**config.mk**
```make
export PLATFORM = sky130hd
export DESIGN_NAME = id_ex_register
export DESIGN_NICKNAME = d
export VERILOG_FILES = /design/src/rtl/id_ex_register.sv
export SDC_FILE = /design/constraint.sdc
export NUM_CORES = 1
export LEC_CHECK = 0
export ABC_CLOCK_PERIOD_IN_PS = 800
export BUFFER_PORTS_ARGS = -buffer_cell sky130_fd_sc_hd__buf_4
export CAP_MARGIN = 20
export CORE_MARGIN = 4
export CORE_UTILIZATION = 40
export CTS_CLUSTER_SIZE = 16
export DETAILED_ROUTE_END_ITERATION = 12
export PLACE_DENSITY_LB_ADDON = 0.3
export RECOVER_POWER = 50
export SLEW_MARGIN = 20
export SYNTH_ARGS = -nofsm -noshare
export SYNTH_HDL_FRONTEND = slang
export SYNTH_SLANG_ARGS = --single-unit
export TNS_END_PERCENT = 100
```
**constraint.sdc**
```tcl
create_clock -name clk -period 0.8 [get_ports clk]
set_input_delay 0.16 -clock clk [delete_from_list [all_inputs] [get_ports clk]]
set_output_delay 0.16 -clock clk [all_outputs]
set_load 0.05 [all_outputs]
```
**src/rtl/id_ex_register.sv**
```systemverilog
// ID/EX pipeline register: one-cycle latency; a stall or flush loads a bubble (never holds).
// Optional saturating stall counter on Stall_Count when STALL_COUNT_EN is defined.
// No backpressure: the upstream IF/ID register holds the stalled instruction.
module id_ex_register (
  input  logic        clk,
  input  logic        rst_n,
  input  logic        Stall_Control,
  input  logic        Flush_Ex,
  input  logic        Valid_D,
  input  logic [7:0]  Ctrl_D,
  input  logic [31:0] PC_D,
  input  logic [31:0] ReadData1_D,
  input  logic [31:0] ReadData2_D,
  input  logic [31:0] SignImm_D,
  input  logic [4:0]  Rs_D,
  input  logic [4:0]  Rt_D,
  input  logic [4:0]  Rd_D,
  output logic        Valid_Ex,
  output logic [7:0]  Ctrl_Ex,
  output logic [31:0] PC_Ex,
  output logic [31:0] ReadData1_Ex,
  output logic [31:0] ReadData2_Ex,
  output logic [31:0] SignImm_Ex,
  output logic [4:0]  Rs_Ex,
  output logic [4:0]  Rt_Ex,
  output logic [4:0]  Rd_Ex,
  output logic        MemRead_Ex
`ifdef STALL_COUNT_EN
  ,
  output logic [15:0] Stall_Count
`endif
);

  typedef struct packed {
    logic        valid;
    logic [7:0]  ctrl;
    logic [31:0] pc;
    logic [31:0] rd1;
    logic [31:0] rd2;
    logic [31:0] imm;
    logic [4:0]  rs;
    logic [4:0]  rt;
    logic [4:0]  rd;
  } ex_slot_t;

  ex_slot_t ex_d, ex_q;
  logic     bubble;

  assign bubble = Stall_Control | Flush_Ex;

  // An all-zero slot is the bubble: RegWrite, MemRead and MemWrite are all clear.
  always_comb begin
    ex_d = '0;
    if (!bubble) begin
      ex_d.valid = Valid_D;
      ex_d.ctrl  = Ctrl_D;
      ex_d.pc    = PC_D;
      ex_d.rd1   = ReadData1_D;
      ex_d.rd2   = ReadData2_D;
      ex_d.imm   = SignImm_D;
      ex_d.rs    = Rs_D;
      ex_d.rt    = Rt_D;
      ex_d.rd    = Rd_D;
    end
  end

  always_ff @(posedge clk or negedge rst_n) begin
    if (!rst_n) begin
      ex_q <= '0;
    end else begin
      ex_q <= ex_d;
    end
  end

  assign Valid_Ex     = ex_q.valid;
  assign Ctrl_Ex      = ex_q.ctrl;
  assign PC_Ex        = ex_q.pc;
  assign ReadData1_Ex = ex_q.rd1;
  assign ReadData2_Ex = ex_q.rd2;
  assign SignImm_Ex   = ex_q.imm;
  assign Rs_Ex        = ex_q.rs;
  assign Rt_Ex        = ex_q.rt;
  assign Rd_Ex        = ex_q.rd;
  assign MemRead_Ex   = ex_q.ctrl[2];

`ifdef STALL_COUNT_EN
  logic [15:0] stall_cnt_d, stall_cnt_q;

  // Flush-only cycles are not stalls and leave the count alone.
  always_comb begin
    stall_cnt_d = stall_cnt_q;
    if (Stall_Control && (stall_cnt_q != 16'hFFFF)) begin
      stall_cnt_d = stall_cnt_q + 16'd1;
    end
  end

  always_ff @(posedge clk or negedge rst_n) begin
    if (!rst_n) begin
      stall_cnt_q <= '0;
    end else begin
      stall_cnt_q <= stall_cnt_d;
    end
  end

  assign Stall_Count = stall_cnt_q;
`endif

endmodule

```
==> flow_results.org <==
** Floorplan
- In this run the count of I/O pins placed on the die edge is between 300 and 400.
- The floorplan step defined a core boundary enclosing roughly 14000 µm².
- Die height :: between 100 and 150 µm
- Initial standard-cell utilization of the core :: 40.7%
- Measured along the x axis, the die boundary spans roughly 130 µm.
- Number of placement rows :: between 40 and 50
- The die covers approximately 16000 µm².

** Placement
- Final RePlAce weighted congestion :: ~0.8
- Number of buffer cells added on primary ports :: 308
- Worst Setup Slack post-DPL :: -0.0772 ns
- Post-DP HPWL :: between 10 and 15 mm
- Once placement completed, the tool counted placed cells totaling around 830.

** Cells and area
- # nets final :: roughly 950
- After filler insertion, the fill cell instance count of the layout stands at between 700 and 800.
- Area growth from synthesis to final layout :: 87.4%
- Summing all multi-input logic gate instances after layout gives about 1500 µm².
- Fraction of layout cells with a size suffix above 1 :: a little over half
- Area used by sequential logic in the layout :: ~3800 µm²
- Finished Core Util :: ~76%
- The count of cells in the finished layout, fillers not included, comes to 989.

** Power
- IR analysis of the VDD net gives a maximum drop of around 1.5 mV.
- Cell area power density :: between 1500 and 2000 nW/µm²
- The design draws 20.2 mW.
- Reported leakage power :: between 5 and 6 nW

** STA
- For the pin with the worst max-slew slack, the measured transition is 0.484 ns.
- Setup repair after global routing could not meet its margin everywhere.
- Post-route minimum period :: roughly 1.2 ns
- Final Hold Viols :: 0
- In this run the tightest slew margin relative to its limit is just under 70%.
- Setup slack on the critical path of the routed design comes to -0.379 ns.
- After layout, the worst path uses 147% of the clock period.
- Finish-stage setup viols :: roughly 160
- Static timing analysis puts the maximum clock frequency at 0.848 GHz.
- Final number of max-transition violations :: 0

** Worst setup path
- Top cell family by delay on the critical path :: flip-flops
- The worst setup path is captured at a primary output.
- Critical path class :: flop to primary output
- The critical path goes through buf_6.
- In this run the worst setup path begins at ReadData2_Ex[12].
- Together, buffers and inverters on the worst path number 1.
- The worst setup path is launched from a flop.
- CP peak stage delay :: 0.42 ns
- Capture point of the worst path :: ReadData2_Ex[12]
- Critical-path maximum fanout :: 1
- STA puts the critical path data required time at 0.64 ns.
- At the worst endpoint, the arrival time is approximately 1 ns.
- Levels on crit path :: 1
- CP max-delay cell :: sky130_fd_sc_hd__dfrtp_1

** CTS
- TritonCTS built the clock tree.
- Clock root cell :: sky130_fd_sc_hd__clkbuf_16
- Clk slew on worst S/H paths :: 0.07 ns
- In this run, CTS created clock tree buffers numbering 17.
- In this run the number of H-tree levels came out at 4.
- Maximum buffer depth of the clock tree :: 2
- Once the clock tree was built, the setup fixing pass inserted 0 buffers.
- Clock tree synthesis found a total of around 150 sinks.

** Synthesis
- Number of warnings issued by yosys :: 0
- Post-Syn Nets :: between 400 and 500
- Total of flip-flops plus latches after synthesis :: 152
- Summing every instance area after synthesis gives between 5000 and 6000 µm².
- After synthesis, the mean cell area works out to between 15 and 20 µm².
- Synthesized netlist cell count :: between 300 and 400
- Of the synthesized area, sequential elements account for between 60% and 70%.
- The number of different library cells used by synthesis comes to 6.

** Route
- DR vias/cell :: roughly 4.7
- After detailed routing, the average wire length per cell comes to 20.6 µm.
- Violation count after the first detailed-routing iteration :: 194
- The detail route stage leaves a number of antenna-violating nets equal to 0.
- DRC violation count after routing :: 0
- The first detailed-routing pass took 4 iterations.
- Wires add up to slightly above 20 mm.
- Across all layers, the routed design uses ~4700 vias.

** Outcome
- The checks that failed: setup timing.
- Outcome :: finished, violations left

** Global routing
- Initial antenna violation count :: 1
- Vias in the first global route :: between 5000 and 6000
- Global-route wire length before repair :: slightly above 30 mm
- Remaining global-route overflow :: 0
- Overall Global Routing Usage :: 25.3%
- Largest net degree at the start of global routing :: 37

** Hold path
- The worst hold path belongs to the class primary input to flop.

** Flow run
- The tool flagged a number of max-cap violations equal to 0.
==> power breakdown <==
part / internal, mW / switching, mW
Combinational: 1.83 / 2.07
Clock: 4.79 / 3.33
Sequential: 7.98 / 0.166
Total: 14.6 / 5.56
==> Yosys cell counts (all sizes together) <==
library cell / count / share of area, %
buf: 35 / 5.4
nor3b: 152 / 27
dfrtp: 152 / 67
==> final cells by class <==
| type | count | area share (%) |
|---|---|---|
| Clock inverter | 13 | 1.36 |
| Timing Repair Buffer | 472 | 42.5 |
| Clock buffer | 19 | 4.28 |
| Antenna cell | 1 | 0.0236 |
| Multi-Input combinational cell | 152 | 13.8 |
| Tap cell | 180 | 2.13 |
| Sequential cell | 152 | 35.9 |
==> metrics by stage <==
| step | setup TNS [ns] | cell area [µm²] | hold slack [ns] |
|---|---|---|---|
| after detailed placement | -4.65 | 8240 | 0.0384 |
| after CTS | -49.82 | 10600 | 0.000131 |
| after floorplan | -0.0570 | 5660 | -0.136 |
| final | -49.04 | 10600 | 0.00381 |
| after global routing | -57.39 | 10600 | -0.00254 |
| after global placement | -2.55 | 8240 | 0.0423 |
==> layout by cell type (no fill, tap or decap), types with 5 or more instances in the layout <==
master,netlist,routed
sky130_fd_sc_hd__dfrtp_1,152,151
sky130_fd_sc_hd__nor3b_1,72,88
sky130_fd_sc_hd__clkbuf_2,0,5
sky130_fd_sc_hd__buf_6,20,155
sky130_fd_sc_hd__buf_4,1,166
sky130_fd_sc_hd__clkbuf_16,0,17
sky130_fd_sc_hd__nor3b_2,80,64
sky130_fd_sc_hd__clkbuf_4,0,5
sky130_fd_sc_hd__dlygate4sd3_1,0,131
sky130_fd_sc_hd__buf_12,0,5
==> per-layer routing <==
metal,up-vias,routed length [µm],track usage [%]
li1,2070,-,-
met1,2331,6850,26.3
met2,231,11200,45.5
met3,46,1590,8.97
met4,0,728,11.6
met5,-,0,0
==> worst min-delay path by stage <==
stage                       end  slack [ns]            start  cells past startpoint
5_1_grt           SignImm_Ex[1]      -0.003     SignImm_D[1]                      2
3_5_place_dp          PC_Ex[13]        0.04            rst_n                      1
3_3_place_gp          PC_Ex[13]        0.04            rst_n                      1
2_1_floorplan        Ctrl_Ex[0]       -0.14            rst_n                      0
4_1_cts          SignImm_Ex[31]      0.0001    SignImm_D[31]                      2
6_report       ReadData2_Ex[31]       0.004  ReadData2_D[31]                      2
==> what timing repair did <==
item,4_1_cts,5_1_grt
resized for setup,153,0
endpoints found under the hold margin,274,8
setup endpoints to repair,153,153
hold buffers,123,8
==> flip-flops by register name, summed over array words and instances, names as in the netlist <==
signal and cells:
SignImm_Ex 32, PC_Ex 32, ReadData2_Ex 32, Rs_Ex 5, ReadData1_Ex 32, Rd_Ex 5, Rt_Ex 5, Valid_Ex 1
Ctrl_Ex 8
==> cell families (layout without fill, tap and decap cells) <==
logic type / count (synthesis) / after routing / synth area share [%]
DFF: 152 / 152 / 67.3
and+or+nand+nor: 152 / 152 / 27.3
buffers and inverters: 35 / 504 / 5.36
other: 0 / 1 / 0
(Power assumes the default switching activity.)
